File: src/rtl/alu_pkg.sv
// Shared constants and op encoding for the 20-bit ALU slice.
package alu_pkg;

  localparam int WORD_W = 20;
  localparam int HALF_W = WORD_W / 2;

  typedef enum logic [1:0] {
    OP_AND  = 2'b00,
    OP_ADD  = 2'b01,
    OP_ADC  = 2'b10,
    OP_RSVD = 2'b11
  } alu_op_t;

endpackage : alu_pkg

File: src/rtl/alu_adder20.sv
// Combinational 20-bit adder with half-word mode: upper operand bits are
// masked off and the carry is taken from bit 9 instead of bit 19.
module alu_adder20
  import alu_pkg::*;
(
  input  logic [WORD_W-1:0] a,
  input  logic [WORD_W-1:0] b,
  input  logic              cin,
  input  logic              mode,
  output logic [WORD_W-1:0] sum,
  output logic              cout
);

  logic [WORD_W-1:0] a_m;
  logic [WORD_W-1:0] b_m;
  logic [WORD_W:0]   raw;

  assign a_m = mode ? a : {{HALF_W{1'b0}}, a[HALF_W-1:0]};
  assign b_m = mode ? b : {{HALF_W{1'b0}}, b[HALF_W-1:0]};
  assign raw = {1'b0, a_m} + {1'b0, b_m} + {{WORD_W{1'b0}}, cin};

  // In half-word mode the carry out of bit 9 lands in raw[10]; clear it from the result.
  assign sum  = mode ? raw[WORD_W-1:0] : {{HALF_W{1'b0}}, raw[HALF_W-1:0]};
  assign cout = mode ? raw[WORD_W]     : raw[HALF_W];

endmodule : alu_adder20

File: src/rtl/alu_add_and_unit.sv
// Registered ALU slice: AND / ADD / ADC in full- or half-word mode, with a
// held carry flag, zero detect and one-cycle latency.
module alu_add_and_unit
  import alu_pkg::*;
(
  input  logic              clk,
  input  logic              rst_n,
  input  logic              valid_in,
  input  logic [1:0]        op,
  input  logic              mode,
  input  logic [WORD_W-1:0] a,
  input  logic [WORD_W-1:0] b,
  output logic [WORD_W-1:0] c,
  output logic              zero,
  output logic              carry,
  output logic              valid_out
);

  alu_op_t           op_e;
  logic              cin;
  logic [WORD_W-1:0] sum;
  logic              cout;
  logic [WORD_W-1:0] and_res;
  logic [WORD_W-1:0] result;
  logic              accept;

  assign op_e   = alu_op_t'(op);
  assign cin    = (op_e == OP_ADC) ? carry : 1'b0;
  assign accept = valid_in && (op_e != OP_RSVD);

  alu_adder20 u_adder (
    .a    (a),
    .b    (b),
    .cin  (cin),
    .mode (mode),
    .sum  (sum),
    .cout (cout)
  );

  assign and_res = mode ? (a & b) : {{HALF_W{1'b0}}, a[HALF_W-1:0] & b[HALF_W-1:0]};

  // NOTE: every always_comb output gets a default first so no path can infer a latch.
  always_comb begin
    result = sum;
    if (op_e == OP_AND) result = and_res;
  end

  // NOTE: state uses non-blocking assignments so all registers update together at the edge.
  always_ff @(posedge clk) begin
    if (!rst_n) begin
      c         <= '0;
      zero      <= 1'b0;
      carry     <= 1'b0;
      valid_out <= 1'b0;
    end else begin
      valid_out <= accept;
      if (accept) begin
        c    <= result;
        // Upper half of result is already zero in half-word mode, so a full compare suffices.
        zero <= (result == '0);
        if (op_e != OP_AND) carry <= cout;
      end
    end
  end

endmodule : alu_add_and_unit

File: config.mk
export PLATFORM = sky130hd
export DESIGN_NAME = alu_add_and_unit
export DESIGN_NICKNAME = d
export VERILOG_FILES = /design/src/rtl/alu_pkg.sv /design/src/rtl/alu_adder20.sv /design/src/rtl/alu_add_and_unit.sv
export SDC_FILE = /design/constraint.sdc
export NUM_CORES = 1
export LEC_CHECK = 0
export CORE_ASPECT_RATIO = 0.6
export CORE_MARGIN = 5
export CORE_UTILIZATION = 38
export CTS_CLUSTER_DIAMETER = 80
export DETAILED_ROUTE_END_ITERATION = 6
export PLACE_DENSITY = 0.75
export SLEW_MARGIN = 20
export SYNTH_ARGS = -nofsm -noshare
export SYNTH_HDL_FRONTEND = slang
export SYNTH_SLANG_ARGS = --single-unit
File: constraint.sdc
create_clock -name clk -period 3.4 [get_ports clk]
set_clock_uncertainty 0.1 [all_clocks]
set_input_delay 0.68 -clock clk [delete_from_list [all_inputs] [get_ports clk]]
set_output_delay 0.68 -clock clk [all_outputs]
set_load 0.02 [all_outputs]
==> After elaboration in Yosys (flattened, before gate mapping) <==
Cells that the tools add are included.
{ "word_totals": {"input_bits": 46, "regBits": 23, "output_inout_bits": 23} }
{ "classes": {"muxes": 7, "n_reduce_logical": 5, "n_eq_ne": 2, "n_addsub": 2, "bitwise": 2} }
{ "ops": {"columns": ["op", "count"], "rows": [
  ["20-bit 2-to-1 mux", 5],
  ["20-bit by 20-bit adder with 21-bit output", 1],
  ["21-bit by 1-bit adder with 21-bit output", 1],
  ["20-bit bitwise AND", 1],
  ["20-bit logical NOT", 1],
  ["10-bit bitwise AND", 1],
  ["2-bit == test (second input constant)", 1],
  ["2-bit logical NOT", 1],
  ["1-bit 2-to-1 mux", 2],
  ["2-bit inequality test (second input constant)", 1],
  ["2-bit AND reduction", 1],
  ["2-bit nonzero test", 1],
  ["1-bit logical AND", 1]
]} }

==> Logic depth before layout (Yosys ltp) <==
{ "depth": {"word_depth": 6, "depth_mapped": 14, "ltp_nobuf": 14} }

==> By module <==
A second synthesis with hierarchy kept.
{ "hier_totals": {"hier_cells": 319, "area_unflattened_um2": 2502.4} }
{ "by_module_without_submodules": {"columns": ["mod", "n_inst", "seq_area_each_um2", "area_each_um2", "cells_each"], "rows": [
  ["alu_add_and_unit", 1, 460.4, 1292.5, 142],
  ["alu_adder20", 1, 0.0, 1209.9, 177]
]} }

==> Least setup slack after synthesis <==
Ideal clock, no wire load.
{ "synth_path": {"path_kind": "input -> register", "start": "input op[0]", "end": "register zero", "path_slack_ps": -16, "t_required_ps": 3216, "setup_time_ps": 84, "cell_stages": 14, "arrival_ps": 3231, "cell_sequence": "and3b_1 -> fa_1 -> inv_1 -> fa_1 -> nand2b_1 -> nand2_1 -> a21oi_1 -> xnor2_1 -> a2111oi_0 -> nor4bb_1 -> nand4_1 -> a2111oi_2 -> nand4_1 -> o31ai_2"} }
{ "synth_between": {"elab_chain_cells": 6, "elab_cells_between_ends": 9, "classes_between": "add/sub (1); eq/ne (2); mux (3); reduce/logical (3)"} }
{ "synth_lines": {"columns": ["element", "line_no", "rtl"], "rows": [
  ["from (decl)", "alu_add_and_unit.sv:9", "input logic [1:0] op,"],
  ["2-bit == test", "alu_add_and_unit.sv:28", "assign cin = (op_e == OP_ADC) ? carry : 1'b0;"],
  ["1-bit 2-to-1 mux", "alu_add_and_unit.sv:28", null],
  ["21-bit by 1-bit adder with 21-bit output", "alu_adder20.sv:20", "assign raw = {1'b0, a_m} + {1'b0, b_m} + {{WORD_W{1'b0}}, cin};"],
  ["20-bit 2-to-1 mux", "alu_adder20.sv:23", "assign sum = mode ? raw[WORD_W-1:0] : {{HALF_W{1'b0}}, raw[HALF_W-1:0]};"],
  ["20-bit 2-to-1 mux", "alu_add_and_unit.sv:45", "if (op_e == OP_AND) result = and_res;"],
  ["20-bit logical NOT", "alu_add_and_unit.sv:60", "zero <= (result == '0);"],
  ["to (signal assigned)", "alu_add_and_unit.sv:60", null],
  ["to (decl)", "alu_add_and_unit.sv:14", "output logic zero,"]
]} }
Several ways; a longest one is shown, not always the timed one.
A chain may end at the register's enable or synchronous reset.

==> Worst setup path in the final report <==
{ "layout_path": {"start": "input op[0]", "end": "register c[14]"} }
{ "layout_between": {"elab_chain_cells": 5, "elab_cells_between_ends": 8, "classes_between": "add/sub (1); eq/ne (2); mux (3); reduce/logical (2)"} }
{ "layout_lines": {"columns": ["element", "line_no", "rtl"], "rows": [
  ["2-bit == test", "alu_add_and_unit.sv:28", null],
  ["1-bit 2-to-1 mux", "alu_add_and_unit.sv:28", null],
  ["21-bit by 1-bit adder with 21-bit output", "alu_adder20.sv:20", null],
  ["20-bit 2-to-1 mux", "alu_adder20.sv:23", null],
  ["20-bit 2-to-1 mux", "alu_add_and_unit.sv:45", null],
  ["to (signal assigned)", "alu_add_and_unit.sv:58", "c <= result;"],
  ["to (decl)", "alu_add_and_unit.sv:13", "output logic [WORD_W-1:0] c,"]
]} }
Several ways; a longest one is shown, not always the timed one.

==> flow_summary.toml <==
[cells_and_area]
final_cell_mix = "buf_4 (76), clkdlybuf4s50_1 (59), nor2_1 (32)"
diodes = 0
final_common_cell = "buf_4"
synthToLayoutAreaGrowth_pct = 65.9
drive_above_1_share_pct = 26.3
utilization_pct = 66.4
nets = 513

[worst_setup_path]
slowest_stage = "fa_2"
r2r_slack_ns = 0.24
end_kind = "flop"
timing.rr.start = "carry"
crit_buf_inv = 6
reg2reg_depth = 16
crit_type = "in -> reg"
start_kind = "primary input"
cpLargestDelayFamily = "compound AO/OA/AOI/OAI gates"
cpPeakStageDelay_ns = 0.36
crit_required_ns = 3.45
crit_top_cell = "buf_4"
cp_max_fo = 3
r2r_end = "c[14]"
path_cells = "buf_2 -> and3b_1 -> fa_2 -> inv_2 -> fa_2 -> nand2b_4 -> a21o_1 -> a21oi_4 -> buf_4 -> o21ai_2 -> o21bai_1 -> xnor2_1 -> nor2_1 -> buf_4 -> buf_4 -> buf_4 -> o221a_2"
critPathArrivalTime_ns = 3.39

[floorplan]
start_util_pct = 40.0
die_x_um = 110
ios = 69
dieArea_mm2 = 0.00770
core_area_mm2 = 0.00570
die_h_um = 70.0
num_rows = 21

[job]
cap_viol_max_count = 0

[sta]
worst-slew-pin-transition_ns = 0.505
finalHoldViolCount = 0
grt_setup_unrepaired = "yes"
drv_slew = 0
fin_crit_ns = 3.34
tns_ns = 0
fin_ws_ns = 0.0602
setup_viol = 0
period_share_pct = 98.2
max_freq_ghz = 0.299
slew_headroom_pct = 66.1

[placed_design]
dp_slack_ns = -0.661
place_hpwl_mm = 6.11
finalWeightedCongestion = 0.906
portBuffers = 68

[clock_network]
clock_sinks = 23
clk_latency_ns = 0.25
hold_buffers = 0
htree_levels = 1
clkTransAtPathRegs_ns = 0.07
numCtsBuffers = 3
clockBufferDepth = 2
cts_tree = "done"
clock-root-buffer = "clkbuf_8"

[power_and_ir_drop]
p_total_mw = 1.03
peakVddDrop_uv = 152
comb_power_share_pct = 55.2
seqPwrFrac_pct = 29.2
p_int_uw = 676
p_switching_uw = 355
leakagePower_nw = 1.67
power_frac_clock_pct = 15.6
p_per_area_mw_per_mm2 = 272
p_sw_share_pct = 34.4

[min_path]
holdPathStages = 2
min_to = "c[15]"
hold_start = "c[15]"
hold_path.class = "reg -> reg"

[synthesis]
synth-simple-area-share_pct = 27.0
synth.distinct_cells = 51
synth_compound_area_share_pct = 26.9
synthAdderAreaFrac_pct = 16.0
syn_inst = 301
syn_nets = 375
synth_ff_type = "dfxtp_1"
ys_seq_area_share_pct = 20.2
netlist_area_mm2 = 0.00228
synth.mux.area_fraction_pct = 0.439
synth_warnings = 0
async_flop_share_pct = 0
synth_edf_count = 0
synth_seq_cells = 23
synth_top_family_by_area = "simple AND/OR/NAND/NOR gates"
yosys.area.top_type = "dfxtp_1"
synth_area_leaders = "dfxtp_1 (20%), ha_1 (14%), and2_1 (6.9%), nor2_1 (5.3%), a21oi_1 (4.6%)"
yosysTopAreaCellShare_pct = 20.2
synth_xor_area_share_pct = 6.14
synth_area_per_cell_um2 = 7.58

[grt]
grt_first_pass_wirelength_mm = 11.6
grt_max_degree = 20
grt_pass1_vias = 2465
antenna_found_initial = 0
global_route.usage.total_pct = 18.0
grt_overflow = 0

[routing]
vias_per_cell = 5.32
drc_errors = 0
dr.pass1.iters = 4
drt_first_iter_violations = 164
ant_nets = 0
wl_per_cell_um = 14.5
num_vias = 2754
wl_mm = 7.52

[status]
status = "complete, no violations"
==> how the worst max path moves through the flow <==
stage | from | endpoint | cells past startpoint
floorplan | op[0] | zero | 14
global placement | op[0] | zero | 12
detailed placement | op[1] | zero | 15
CTS | b[1] | zero | 12
global route | b[0] | zero | 14
finish | op[0] | c[14] | 17
==> power by group through the flow <==
| stage | clock, mW | combinational, mW | sequential (mW) |
|---|---|---|---|
| 3_5_place_dp | 0 | 0.501 | 0.308 |
| 6_report | 0.161 | 0.568 | 0.301 |
| 5_1_grt | 0.178 | 0.613 | 0.304 |
| 2_1_floorplan | 0 | 0.227 | 0.331 |
| 3_3_place_gp | 0 | 0.489 | 0.307 |
| 4_1_cts | 0.164 | 0.537 | 0.301 |
==> through the flow <==
| stage | hold WS (ns) | instance area (um2) | cells |
|---|---|---|---|
| after floorplan | 0.430 | 2280 | 301 |
| after global placement | 0.353 | 3510 | 503 |
| after detailed placement | 0.368 | 3510 | 503 |
| after CTS | 0.379 | 3660 | 516 |
| after global routing | 0.398 | 3780 | 518 |
| final | 0.376 | 3780 | 518 |
==> synthesized netlist by cell type (8+ instances only) <==
| master | count |
|---|---|
| nor3_1 | 13 |
| clkbuf_1 | 11 |
| o21ai_0 | 14 |
| nand2_1 | 23 |
| xnor2_1 | 8 |
| nand3_1 | 12 |
| o21ai_1 | 8 |
| dfxtp_1 | 23 |
| xor2_1 | 8 |
| a21oi_1 | 21 |
| ha_1 | 26 |
| nor2_1 | 32 |
| a211oi_1 | 12 |
| inv_1 | 8 |
| and2_1 | 25 |
==> what timing repair did <==
action                     in CTS  in global routing
setup endpoints to repair       8                  7
pin swaps                      18                 19
resized for setup              22                 23
setup buffers                   9                  2
==> registers in the layout (all words and copies together), names as in the netlist <==
name / cells
c: 20
valid_out: 1
zero: 1
carry: 1
==> metal layers <==
layer  part of all wire, %  vias to the layer above  GRT usage [%]
li1                      -                     1373              -
met1                    50                     1266           28.3
met2                    42                      103           26.4
met3                   7.1                       12           2.12
met4                  0.81                        0           1.94
met5                     0                        -              0
==> area by class of cell <==
class                           instances  area (um2)
Inverter                                9        33.8
Sequential cell                        23         460
Fill cell                             470        1920
Multi-Input combinational cell        258        1900
Timing Repair Buffer                  144        1250
Clock buffer                            4        45.0
Tap cell                               80         100
==> kinds of logic (layout without fill, tap and decap cells) <==
logic type	after synthesis	count (layout)
buf+inv	20	157
flops	23	23
mux	1	1
compound gates	90	90
simple gates	123	123
xor+xnor	16	16
fa+ha+maj	28	28
==> worst register-to-register path: cells and delay by family (launching register included) <==
| kind | cells | cell delay [ns] |
|---|---|---|
| simple gates | 3 | 0.46 |
| xor+xnor | 1 | 0.16 |
| compound gates | 5 | 0.82 |
| buf+inv | 5 | 0.55 |
| fa+ha+maj | 2 | 0.60 |
| flops | 1 | 0.37 |
Note: power is estimated with default switching activity, not from simulation.
